<file path="config.mk">
export PLATFORM = sky130hd
export DESIGN_NAME = mem_arbiter_flat
export DESIGN_NICKNAME = d
export VERILOG_FILES = /design/src/rtl/mem_arbiter_if.sv /design/src/rtl/mem_arbiter.sv /design/src/flat_wrapper.sv
export SDC_FILE = /design/constraint.sdc
export NUM_CORES = 1
export LEC_CHECK = 0
export CAP_MARGIN = 40
export CORE_AREA = 10 10 110 112
export CTS_BUF_LIST = sky130_fd_sc_hd__clkbuf_4
export DETAILED_ROUTE_END_ITERATION = 8
export DIE_AREA = 0 0 120 122
export DONT_BUFFER_PORTS = 1
export HOLD_SLACK_MARGIN = 0.03
export SETUP_SLACK_MARGIN = 0.2
export SLEW_MARGIN = 20
export SYNTH_ARGS = -nofsm -noshare
export SYNTH_HDL_FRONTEND = slang
export SYNTH_SLANG_ARGS = --single-unit
</file>
<file path="constraint.sdc">
create_clock -name clock -period 3.6 [get_ports clock]
set_input_delay 0.36 -clock clock [delete_from_list [all_inputs] [get_ports clock]]
set_output_delay 0.36 -clock clock [all_outputs]
set_load 0.05 [all_outputs]
</file>
<file path="src/rtl/mem_arbiter_if.sv">
// Bus bundle for the two-requester memory arbiter: both request ports, the shared
// memory port and the status outputs. The arbiter uses master, the environment slave.
interface mem_arbiter_if #(
    parameter int ADDR_W = 32,
    parameter int DATA_W = 32
);
    logic              req0;
    logic              we0;
    logic [ADDR_W-1:0] addr0;
    logic [DATA_W-1:0] wdata0;
    logic              ack0;
    logic [DATA_W-1:0] rdata0;

    logic              req1;
    logic              we1;
    logic [ADDR_W-1:0] addr1;
    logic [DATA_W-1:0] wdata1;
    logic              ack1;
    logic [DATA_W-1:0] rdata1;

    logic [ADDR_W-1:0] mem_addr;
    logic [DATA_W-1:0] mem_wdata;
    logic              mem_we;
    logic              mem_re;
    logic [DATA_W-1:0] mem_rdata;

    logic              busy;
    logic              grant;

    modport master (
        input  req0, we0, addr0, wdata0,
        input  req1, we1, addr1, wdata1,
        input  mem_rdata,
        output ack0, rdata0, ack1, rdata1,
        output mem_addr, mem_wdata, mem_we, mem_re,
        output busy, grant
    );

    modport slave (
        output req0, we0, addr0, wdata0,
        output req1, we1, addr1, wdata1,
        output mem_rdata,
        input  ack0, rdata0, ack1, rdata1,
        input  mem_addr, mem_wdata, mem_we, mem_re,
        input  busy, grant
    );
endinterface

</file>
<file path="src/rtl/mem_arbiter.sv">
// Round-robin arbiter sharing one single-cycle memory between two requesters.
// Each transaction runs IDLE -> ACCESS -> DONE, giving a fixed 3-cycle cadence.
module mem_arbiter #(
    parameter int ADDR_W = 32,
    parameter int DATA_W = 32
) (
    input  logic          clock,
    input  logic          reset,
    mem_arbiter_if.master bus
);
    localparam logic [1:0] IDLE   = 2'd0;
    localparam logic [1:0] ACCESS = 2'd1;
    localparam logic [1:0] DONE   = 2'd2;

    logic [1:0]        state_q, state_d;
    logic              grant_q, grant_d;
    logic              we_q, we_d;
    logic [ADDR_W-1:0] addr_q, addr_d;
    logic [DATA_W-1:0] wdata_q, wdata_d;

    logic any_req;
    logic pick;
    logic in_access;
    logic in_done;

    assign any_req = bus.req0 | bus.req1;
    // grant_q doubles as last_grant: on a tie the port that was not served last wins.
    assign pick    = (bus.req0 && bus.req1) ? ~grant_q : bus.req1;

    always_comb begin
        // NOTE: every signal written here gets a default first, so no path can infer a latch.
        state_d = IDLE;
        grant_d = grant_q;
        we_d    = we_q;
        addr_d  = addr_q;
        wdata_d = wdata_q;
        case (state_q)
            IDLE: begin
                if (any_req) begin
                    state_d = ACCESS;
                    grant_d = pick;
                    we_d    = pick ? bus.we1    : bus.we0;
                    addr_d  = pick ? bus.addr1  : bus.addr0;
                    wdata_d = pick ? bus.wdata1 : bus.wdata0;
                end
            end
            ACCESS:  state_d = DONE;
            DONE:    state_d = IDLE;
            default: state_d = IDLE;
        endcase
    end

    // NOTE: sequential state uses non-blocking assignments so every register sees pre-edge values.
    always_ff @(posedge clock) begin
        if (reset) begin
            state_q <= IDLE;
            grant_q <= 1'b1;
        end else begin
            state_q <= state_d;
            grant_q <= grant_d;
        end
    end

    // NOTE: the request latches carry no reset; they are only consumed after a grant reloads them.
    always_ff @(posedge clock) begin
        we_q    <= we_d;
        addr_q  <= addr_d;
        wdata_q <= wdata_d;
    end

    assign in_access = (state_q == ACCESS);
    assign in_done   = (state_q == DONE);

    assign bus.mem_addr  = addr_q;
    assign bus.mem_wdata = wdata_q;
    assign bus.mem_we    = in_access & we_q;
    assign bus.mem_re    = in_access & ~we_q;

    // Memory read data arrives the cycle after mem_re, which is exactly the DONE cycle.
    assign bus.ack0   = in_done & ~grant_q;
    assign bus.ack1   = in_done & grant_q;
    assign bus.rdata0 = bus.mem_rdata;
    assign bus.rdata1 = bus.mem_rdata;

    assign bus.busy  = (state_q != IDLE);
    assign bus.grant = grant_q;
endmodule

</file>
<file path="src/flat_wrapper.sv">
// flat-port wrapper written by rule: the top's interface ports become plain ports
module mem_arbiter_flat 
#(
    parameter int ADDR_W = 32,
    parameter int DATA_W = 32
)
  (clock, reset, bus_req0, bus_we0, bus_addr0, bus_wdata0, bus_req1, bus_we1, bus_addr1, bus_wdata1, bus_mem_rdata, bus_ack0, bus_rdata0, bus_ack1, bus_rdata1, bus_mem_addr, bus_mem_wdata, bus_mem_we, bus_mem_re, bus_busy, bus_grant);
  mem_arbiter_if #(.ADDR_W(ADDR_W), .DATA_W(DATA_W)) bus_i ();
  input  logic clock;
  input  logic reset;
  input wire logic [$bits(bus_i.req0)-1:0] bus_req0;
  input wire logic [$bits(bus_i.we0)-1:0] bus_we0;
  input wire logic [$bits(bus_i.addr0)-1:0] bus_addr0;
  input wire logic [$bits(bus_i.wdata0)-1:0] bus_wdata0;
  input wire logic [$bits(bus_i.req1)-1:0] bus_req1;
  input wire logic [$bits(bus_i.we1)-1:0] bus_we1;
  input wire logic [$bits(bus_i.addr1)-1:0] bus_addr1;
  input wire logic [$bits(bus_i.wdata1)-1:0] bus_wdata1;
  input wire logic [$bits(bus_i.mem_rdata)-1:0] bus_mem_rdata;
  output wire logic [$bits(bus_i.ack0)-1:0] bus_ack0;
  output wire logic [$bits(bus_i.rdata0)-1:0] bus_rdata0;
  output wire logic [$bits(bus_i.ack1)-1:0] bus_ack1;
  output wire logic [$bits(bus_i.rdata1)-1:0] bus_rdata1;
  output wire logic [$bits(bus_i.mem_addr)-1:0] bus_mem_addr;
  output wire logic [$bits(bus_i.mem_wdata)-1:0] bus_mem_wdata;
  output wire logic [$bits(bus_i.mem_we)-1:0] bus_mem_we;
  output wire logic [$bits(bus_i.mem_re)-1:0] bus_mem_re;
  output wire logic [$bits(bus_i.busy)-1:0] bus_busy;
  output wire logic [$bits(bus_i.grant)-1:0] bus_grant;
  assign bus_i.req0 = bus_req0;
  assign bus_i.we0 = bus_we0;
  assign bus_i.addr0 = bus_addr0;
  assign bus_i.wdata0 = bus_wdata0;
  assign bus_i.req1 = bus_req1;
  assign bus_i.we1 = bus_we1;
  assign bus_i.addr1 = bus_addr1;
  assign bus_i.wdata1 = bus_wdata1;
  assign bus_i.mem_rdata = bus_mem_rdata;
  assign bus_ack0 = bus_i.ack0;
  assign bus_rdata0 = bus_i.rdata0;
  assign bus_ack1 = bus_i.ack1;
  assign bus_rdata1 = bus_i.rdata1;
  assign bus_mem_addr = bus_i.mem_addr;
  assign bus_mem_wdata = bus_i.mem_wdata;
  assign bus_mem_we = bus_i.mem_we;
  assign bus_mem_re = bus_i.mem_re;
  assign bus_busy = bus_i.busy;
  assign bus_grant = bus_i.grant;
  mem_arbiter #(.ADDR_W(ADDR_W), .DATA_W(DATA_W)) u_core (.clock(clock), .reset(reset), .bus(bus_i));
endmodule
</file>
After elaboration in Yosys (flattened, before gate mapping)
Cells that the tools add are included.
{ "classes": {"multipliers": 0, "shifts": 0, "n_lt_le_gt_ge": 0, "n_mux": 6, "n_bitwise": 7, "addsub": 0, "reduce_logical": 4, "n_eq_ne": 2, "n_div": 0} }
{ "ops": {"columns": ["operator", "n"], "rows": [
  ["$mux W32", 2],
  ["$and A1 B1 Y1", 4],
  ["$pmux W2 S2", 1],
  ["$mux W1", 3],
  ["$eq A2 B1 Y1 const B", 1],
  ["$eq A2 B2 Y1 const B", 1],
  ["$logic_not A2 Y1", 1],
  ["$not A1 Y1", 2],
  ["$reduce_and A2 Y1", 1],
  ["$reduce_bool A2 Y1", 1],
  ["$logic_and A1 B1 Y1", 1],
  ["$or A1 B1 Y1", 1]
]} }
{ "totals": {"latch_bits": 0, "memories": 0, "ff_bits": 68, "out_inout_bits": 134, "elab_cells": 24, "mem_bits_rw": 0, "input_bits": 166, "rom_bits": 0} }

Depth between registers and ports, before layout
Gate-level depths: netlist of the first run.
{ "logic_depth": {"ltp_word": 3, "depth_mapped": 4, "ltp_nobuf": 2} }

Worst setup path before layout of the first run
No wires, ideal clock.
{ "synth_timing": {"path_type": "register to register", "startpoint": "register u_core.state_q[0]", "endpoint": "register u_core.addr_q[0], in the netlist u_core.bus.mem_addr[0], enable pin", "stages_incl_launch_ff": 3, "period_less_slack_ns": 4.035, "arrival_time_ns": 3.545, "setup_slack_ns": -0.435, "path_buffers": 0, "required_ns": 3.110, "setup_time_ns": 0.490, "cell_sequence": "dfxtp_1 -> or2_2 -> nor2_1"} }
{ "synth_between": {"elab_chain_len": 2} }
{ "synth_lines": {"columns": ["item", "line_no", "text"], "rows": [
  ["from (decl)", "mem_arbiter.sv:15", "logic [1:0] state_q, state_d;"],
  ["from (signal assigned)", "mem_arbiter.sv:59", "state_q <= state_d;"],
  ["$logic_not A2 Y1", "mem_arbiter.sv:37", "case (state_q)"],
  ["$reduce_and A2 Y1 (no line)", null, null],
  ["to (signal assigned)", "mem_arbiter.sv:67", "addr_q <= addr_d;"],
  ["to (decl)", "mem_arbiter.sv:18", "logic [ADDR_W-1:0] addr_q, addr_d;"]
]} }
No other way between the ends.
A chain may end at the register's enable or synchronous reset.

Final worst setup path of the first run
{ "layout_timing": {"startpoint": "register u_core.grant_q, in the netlist u_core.bus.grant", "endpoint": "output bus_ack1"} }
{ "layout_between": {"elab_chain_len": 1} }
{ "layout_lines": {"columns": ["item", "line_no", "text"], "rows": [
  ["from (decl)", "mem_arbiter.sv:16", "logic grant_q, grant_d;"],
  ["from (signal assigned)", "mem_arbiter.sv:60", "grant_q <= grant_d;"],
  ["$and A1 B1 Y1", "mem_arbiter.sv:81", "assign bus.ack1 = in_done & grant_q;"],
  ["to (decl)", "flat_wrapper.sv:22", "output wire logic [$bits(bus_i.ack1)-1:0] bus_ack1;"]
]} }
No other way between the ends.

==> flow_summary.toml, run 1 <==
[synth]
yosys.area.top_type_share_pct = 53.9
yosys_register_bits = 68
synth_area_sq_um = 3620
synth_area_leaders = "edfxtp_1, mux2_4, buf_4"
synth_cells = 219
synth.distinct_cells = 19
synth_nets = 385
ys_seq_area_share_pct = 55.5
yosys.area.top_type = "edfxtp_1"
ys_warn_count = 0
post_synth.cell_area_avg_sq_um = 16.5

[route]
post_drt_wl_per_cell_um = 28.4
via_per_inst = 4.83
via_count = 1488
drt_iter0_drc = 86
wl_mm = 8.74
drc_errors = 0
drtAntennaViolNets = 0
firstDrtPassIters = 4

[layout]
fin_util_pct = 33.7
final_cell_mix = "edfxtp_1, mux2_4, mux2_2, clkbuf_4, buf_4"
final_cells = 308
final_layout_size_suffix_gt1_share_pct = 52.0
final_cell_area_sq_um = 3380
mostFrequentLayoutCell = "edfxtp_1"
fillers = 972
area_delta_synth_final_pct = -6.67
nets = 333

[timing]
relSlewSlack_pct = 52.6
fin_crit_sh_pct = 59.3
final-setup-viol-count = 0
finalHoldViolCount = 0
fmax_ghz = 0.468
worst_pin_slew_ps = 710
drv_slew = 0
period_minus_slack_ps = 2140
finalSetupTns_ps = 0
fin_worst_skew_ps = 14.8
rsz0062_at_grt = "false"

[pwr]
combPwrFrac_pct = 10.8
seqPwrFrac_pct = 68.2
p_sw_uw = 681
intPower_mw = 1.24
p_sw_share_pct = 35.4
p_leak_nw = 1.25
vdd_ir_drop_max_uv = 219
p_clk_share_pct = 21.0
p_per_area_nw_per_um2 = 569

[placed_design]
hpwlAfterDp_mm = 7.01
post_dp_cell_area_sq_um = 3270
gp_congestion = 0.682
port_buffers = 0
dp_cells = 291

[critical_path]
start_kind = "register"
cp_data_arrival_time_ps = 1780
required_ps = 3240
worst-path-buf-inv = 0
crit_chain = "and3b_1"
path_class = "reg2out"
crit_family = "flip-flops"
slowest_stage = "dfxtp_1"
cpPeakStageDelay_ps = 790
crit_path_end_kind = "primary output"
worstPathMaxFanout = 6

[clocking]
clk_latency_ps = 410
cts_tree = "built"
cts.sinks = 68
cts.clk_slew.worst_paths_ps = 120
clockRootBuffer = "clkbuf_4"
cts-buffers-inserted = 9
cts_max_path_buffers = 2
h-tree-depth = 3

[run_status]
run_status = "finished clean"

[global_routing]
use_met2_pct = 19.0
grt_use_met3_pct = 6.29
antenna_found_initial = 2
grt_pass1_vias = 1679
grt_max_degree = 38
grt_pass1_wl_mm = 11.9
grt_usage_pct = 11.0
busiest_layer = "met2"
met1_usage_pct = 9.37
gr-total-overflow = 0

[min_path]
hold_path.class = "in2reg"

[floorplanning]
die_h_um = 122
fp-row-count = 37
start_util_pct = 36.1
core_sq_um = 10000
dieArea_sq_um = 14600
die_w_um = 120
ios = 300

[job]
maxCapViolCount = 0
through the flow:
| stage | power (mW) | worst slack (ps) | hold slack (ps) |
|---|---|---|---|
| 2_1_floorplan | 1.70 | 661 | 432 |
| 3_3_place_gp | 1.54 | 1680 | 434 |
| 3_5_place_dp | 1.55 | 1640 | 436 |
| 4_1_cts | 1.97 | 1400 | 105 |
| 5_1_grt | 2.01 | 1340 | 115 |
| 6_report | 1.92 | 1460 | 153 |
synthesized netlist by cell type, drive strengths merged:
cell / number
buf: 71
nor4b: 1
a21boi: 1
nor3b: 1
nor3: 1
and3b: 1
mux2: 65
edfxtp: 65
a211o: 1
nand2b: 1
nor2: 5
or3b: 1
inv: 1
dfxtp: 3
or2: 1
cell type report:
cell class / instances / area [sq um] / area share, %
flip-flops and latches: 68 / 2010 / 59.5
multi-input cells: 79 / 1030 / 30.5
well taps: 136 / 170 / 5.03
clock buffers: 11 / 82.6 / 2.44
repair buffers: 8 / 62.6 / 1.85
clock inverters: 4 / 17.5 / 0.518
inverters: 1 / 3.75 / 0.111
diodes: 1 / 2.50 / 0.0740
state kept, by name (all words and copies together), names as in the netlist:
register              flops
u_core.bus.mem_addr      32
u_core.bus.mem_wdata     32
u_core.state_q            2
u_core.bus.grant          1
u_core.we_q               1
kinds of logic after synthesis:
family | after synthesis | synth area share (%)
buffers and inverters | 72 | 16.6
muxes | 65 | 25.4
AOI/OAI and AO/OA | 2 | 0.553
and+or+nand+nor | 12 | 1.93
DFF | 68 | 55.5
worst reg2reg max path, cell delays in order, from the launching register on:
cell and delay [ps]:
dfxtp_1 560, a21boi_4 230, buf_4 500, mux2_2 440
repair_timing:
item | in CTS | in global routing
hold endpoints to repair | 3 | 0
setup buffers | 0 | 0
gates resized for setup | 0 | 0
hold buffers | 1 | 0
worst paths after layout:
path	from	end	slack, ps	cells after the start
setup reg to reg	u_core.bus.grant$_SDFFE_PP1P_	u_core.bus.mem_wdata[31]$_DFFE_PP_	1620	3
hold reg to reg	u_core.state_q[0]$_SDFF_PP0_	u_core.state_q[1]$_SDFF_PP0_	590	2
setup / recovery	u_core.bus.grant$_SDFFE_PP1P_	bus_ack1	1460	1
hold / removal	bus_addr1[23]	u_core.bus.mem_addr[23]$_DFFE_PP_	150	1
per-layer routing:
layer  part of all wire, %  vias up
li1                      -      631
met3                    13       40
met4                   3.8        2
met1                    30      679
met5                  0.15        -
met2                    52      136
power by group through the flow:
stage	Clock, mW	Combinational, mW	Sequential [mW]
6_report	0.405	0.208	1.31
5_1_grt	0.465	0.224	1.32
3_5_place_dp	0	0.211	1.34
2_1_floorplan	0	0.384	1.31
3_3_place_gp	0	0.202	1.34
4_1_cts	0.439	0.213	1.32
Power figures use the tool's default switching activity.
==> run 2, diff against run 1 <==
ABC_AREA = 1   (was not set)
CORE_AREA = 10 10 108 110   (was 10 10 110 112)
DIE_AREA = 0 0 118 120   (was 0 0 120 122)
clock period = 2.2 ns   (was 3.6 ns; I/O delays follow)
==> flow_summary.toml, run 2 <==
[placed_design]
post_dp_cell_area_sq_um = 3180
dp_cells = 429
port_buffers = 0
gp_congestion = 0.767
hpwlAfterDp_mm = 8.39

[floorplanning]
die_h_um = 120
start_util_pct = 37.1
ios = 300
fp-row-count = 36
die_w_um = 118

[synth]
synth_mux_area_share_pct = 0
synth_cells = 370
synth_xor_area_share_pct = 0
synthAdderAreaFrac_pct = 0
ys_seq_area_share_pct = 56.9
yosys_register_bits = 68
yosys.area.top_type = "edfxtp_1"
post_synth.cell_area_avg_sq_um = 9.56
async_flop_share_pct = 0
yosys.area.top_type_share_pct = 55.2
yosysMostFrequentCell = "nand2_1"
synth_nets = 536
synth_area_sq_um = 3540
synth-edff-count = 65
synth.distinct_cells = 12
synth_top_family_by_area = "simple AND/OR/NAND/NOR gates"
ys.flop_type = "edfxtp_1"
synth_area_leaders = "edfxtp_1, nand2_1, buf_4"
synthSimpleGateAreaFrac_pct = 24.8
ys_warn_count = 0
synth-compound-area-share_pct = 0
synthTopCellsByCount = "nand2_1, nand3_1, buf_4"

[run_status]
tool.error = "[ERROR RSZ-0060] Max buffer count reached."
stop_stage = "4_1_cts"
run_status = "stopped before the end"

[clocking]
cts_hold_buf = 101
cts-buffers-inserted = 9
cts.sinks = 68
h-tree-depth = 3
postCtsSetupBuffers = 0
post_cts_resized = 0
cts_max_path_buffers = 2
clockRootBuffer = "clkbuf_4"
==> run 2: changes by cell type after synthesis, sizes merged, moves of 4 or more <==
cell and delta:
mux2 -65, clkbuf +4, nand3 +67, inv +6, buf +10, nand2 +136
==> run 2: cell families after synthesis <==
group | after synthesis
AND/OR/NAND/NOR | 210
flip-flops | 68
buffers and inverters | 92
==> run 2: metrics by stage <==
step | hold WS [ps] | worst slack (ps)
2_1_floorplan | 292 | 290
3_3_place_gp | 297 | 658
3_5_place_dp | 296 | 593
==> run 3, diff against run 2 <==
CORE_AREA = not set   (was 10 10 108 110)
CORE_MARGIN = 10   (was not set)
CORE_UTILIZATION = 30   (was not set)
CTS_BUF_LIST = not set   (was sky130_fd_sc_hd__clkbuf_4)
DIE_AREA = not set   (was 0 0 118 120)
HOLD_SLACK_MARGIN = not set   (was 0.03)
PLACE_DENSITY_LB_ADDON = 0.15   (was not set)
SETUP_SLACK_MARGIN = not set   (was 0.2)
==> flow_summary.toml, run 3 <==
[timing]
finalSetupTns_ps = 0
worst_pin_slew_ps = 556
fin_crit_sh_pct = 74.2
fin_worst_skew_ps = 3.59
finalHoldViolCount = 0
fmax_ghz = 0.613
finalWorstSetupSlack_ps = 568
relSlewSlack_pct = 63.0
drv_slew = 0
final-setup-viol-count = 0
period_minus_slack_ps = 1630
rsz0062_at_grt = "false"

[global_routing]
antenna_found_initial = 0
grt_pass1_vias = 2464
grt_pass1_wl_mm = 14.5
grt_usage_pct = 11.5
grt_max_degree = 69
gr-total-overflow = 0

[synth]
yosys.area.top_type_share_pct = 55.2
synth_area_leaders = "edfxtp_1, nand2_1, buf_4"
ys_seq_area_share_pct = 56.9
synth-edff-count = 65
synth_cells = 370
async_flop_share_pct = 0
synth.distinct_cells = 12
post_synth.cell_area_avg_sq_um = 9.56
ys.flop_type = "edfxtp_1"
yosys.area.top_type = "edfxtp_1"
yosys_register_bits = 68
yosysMostFrequentCell = "nand2_1"
synth_nets = 536
ys_warn_count = 0
synthTopCellsByCount = "nand2_1, nand3_1, buf_4"
synth_area_sq_um = 3540

[critical_path]
r2r_slack_ps = 570
worst-path-buf-inv = 2
path_class = "reg2reg"
start_kind = "register"
crit_family = "buffers and inverters"
worstPathMaxFanout = 53
crit_chain = "nor2_1 > nand2_1 > clkinvlp_4 > buf_12"
slowest_stage = "dfxtp_1"
crit_path_end_kind = "register"
cpPeakStageDelay_ps = 340
required_ps = 2200
cp_data_arrival_time_ps = 1630

[route]
via_count = 2231
via_per_inst = 4.90
drc_errors = 0
drtAntennaViolNets = 0
drt_iter0_drc = 122
firstDrtPassIters = 5
post_drt_wl_per_cell_um = 22.4
wl_mm = 10.2

[min_path]
hold_path.class = "in2reg"

[clocking]
post_cts_resized = 0
clk_latency_ps = 320
cts_hold_buf = 1
h-tree-depth = 3
clockRootBuffer = "clkbuf_16"
cts-buffers-inserted = 9
cts_max_path_buffers = 2
cts.sinks = 68
postCtsSetupBuffers = 0
cts_tree = "built"
cts.clk_slew.worst_paths_ps = 60

[layout]
mostFrequentLayoutCell = "nand2_1"
num_antenna_cells = 0
area_delta_synth_final_pct = -0.424
final_cell_mix = "nand2_1, nand3_1, edfxtp_1, clkbuf_16, buf_4"
final_layout_size_suffix_gt1_share_pct = 9.29
final_cells = 455
nets = 473

[floorplanning]
core_sq_um = 11500
ios = 300
dieArea_sq_um = 16500
start_util_pct = 30.9
die_h_um = 129
die_w_um = 129
fp-row-count = 39

[placed_design]
hpwlAfterDp_mm = 7.82
port_buffers = 0
gp_congestion = 0.691
dp_cells = 438
post-place-ws_ps = 565

[pwr]
p_leak_nw = 1.50
vdd_ir_drop_max_uv = 474
p_per_area_nw_per_um2 = 1150

[job]
maxCapViolCount = 0

[run_status]
run_status = "finished clean"
==> run 3: worst paths after layout <==
check	start	to	cells past startpoint
worst min register to register	u_core.bus.grant$_SDFFE_PP1P_	u_core.bus.grant$_SDFFE_PP1P_	2
worst min-delay path	bus_addr0[11]	u_core.bus.mem_addr[11]$_DFFE_PP_	2
worst max register to register	u_core.state_q[0]$_SDFF_PP0_	u_core.bus.mem_wdata[21]$_DFFE_PP_	4
worst max-delay path	u_core.state_q[0]$_SDFF_PP0_	u_core.bus.mem_wdata[21]$_DFFE_PP_	4
==> run 3: power breakdown <==
group	internal, mW	switching (mW)
Combinational	0.0947	0.236
Sequential	1.64	0.571
Clock	0.992	0.533
Total	2.72	1.34
==> run 3: layout make-up <==
class | count | area, sq um
multi-input combinational | 210 | 887
inverter | 7 | 30.0
tap | 143 | 179
clock buffer | 10 | 229
fill | 1177 | 7940
clock inverter | 6 | 88.8
sequential | 68 | 2010
timing repair buffer | 11 | 97.6
==> run 3: kinds of logic (layout without fill, tap and decap cells) <==
group,after synthesis,in the layout,synth area share [%]
simple gates,210,210,24.8
buf+inv,92,34,18.4
flops,68,68,56.9
==> run 3: stage by stage <==
| step | util, % | hold slack [ps] | total power [mW] | instance area [sq um] |
|---|---|---|---|---|
| after floorplan | - | 292 | 2.79 | 3540 |
| after global placement | 27.9 | 300 | 2.58 | 3200 |
| after detailed placement | 27.9 | 302 | 2.58 | 3200 |
| after CTS | 30.7 | 54.7 | 4.13 | 3520 |
| after global routing | 30.7 | 61.9 | 4.24 | 3520 |
| final | 30.7 | 72.8 | 4.06 | 3520 |
==> run 3: layer usage <==
layer,global-route usage (%),share of wire [%]
met1,11.8,36
met2,18.3,47
met3,5.01,12
met4,8.64,4.9
met5,0,0
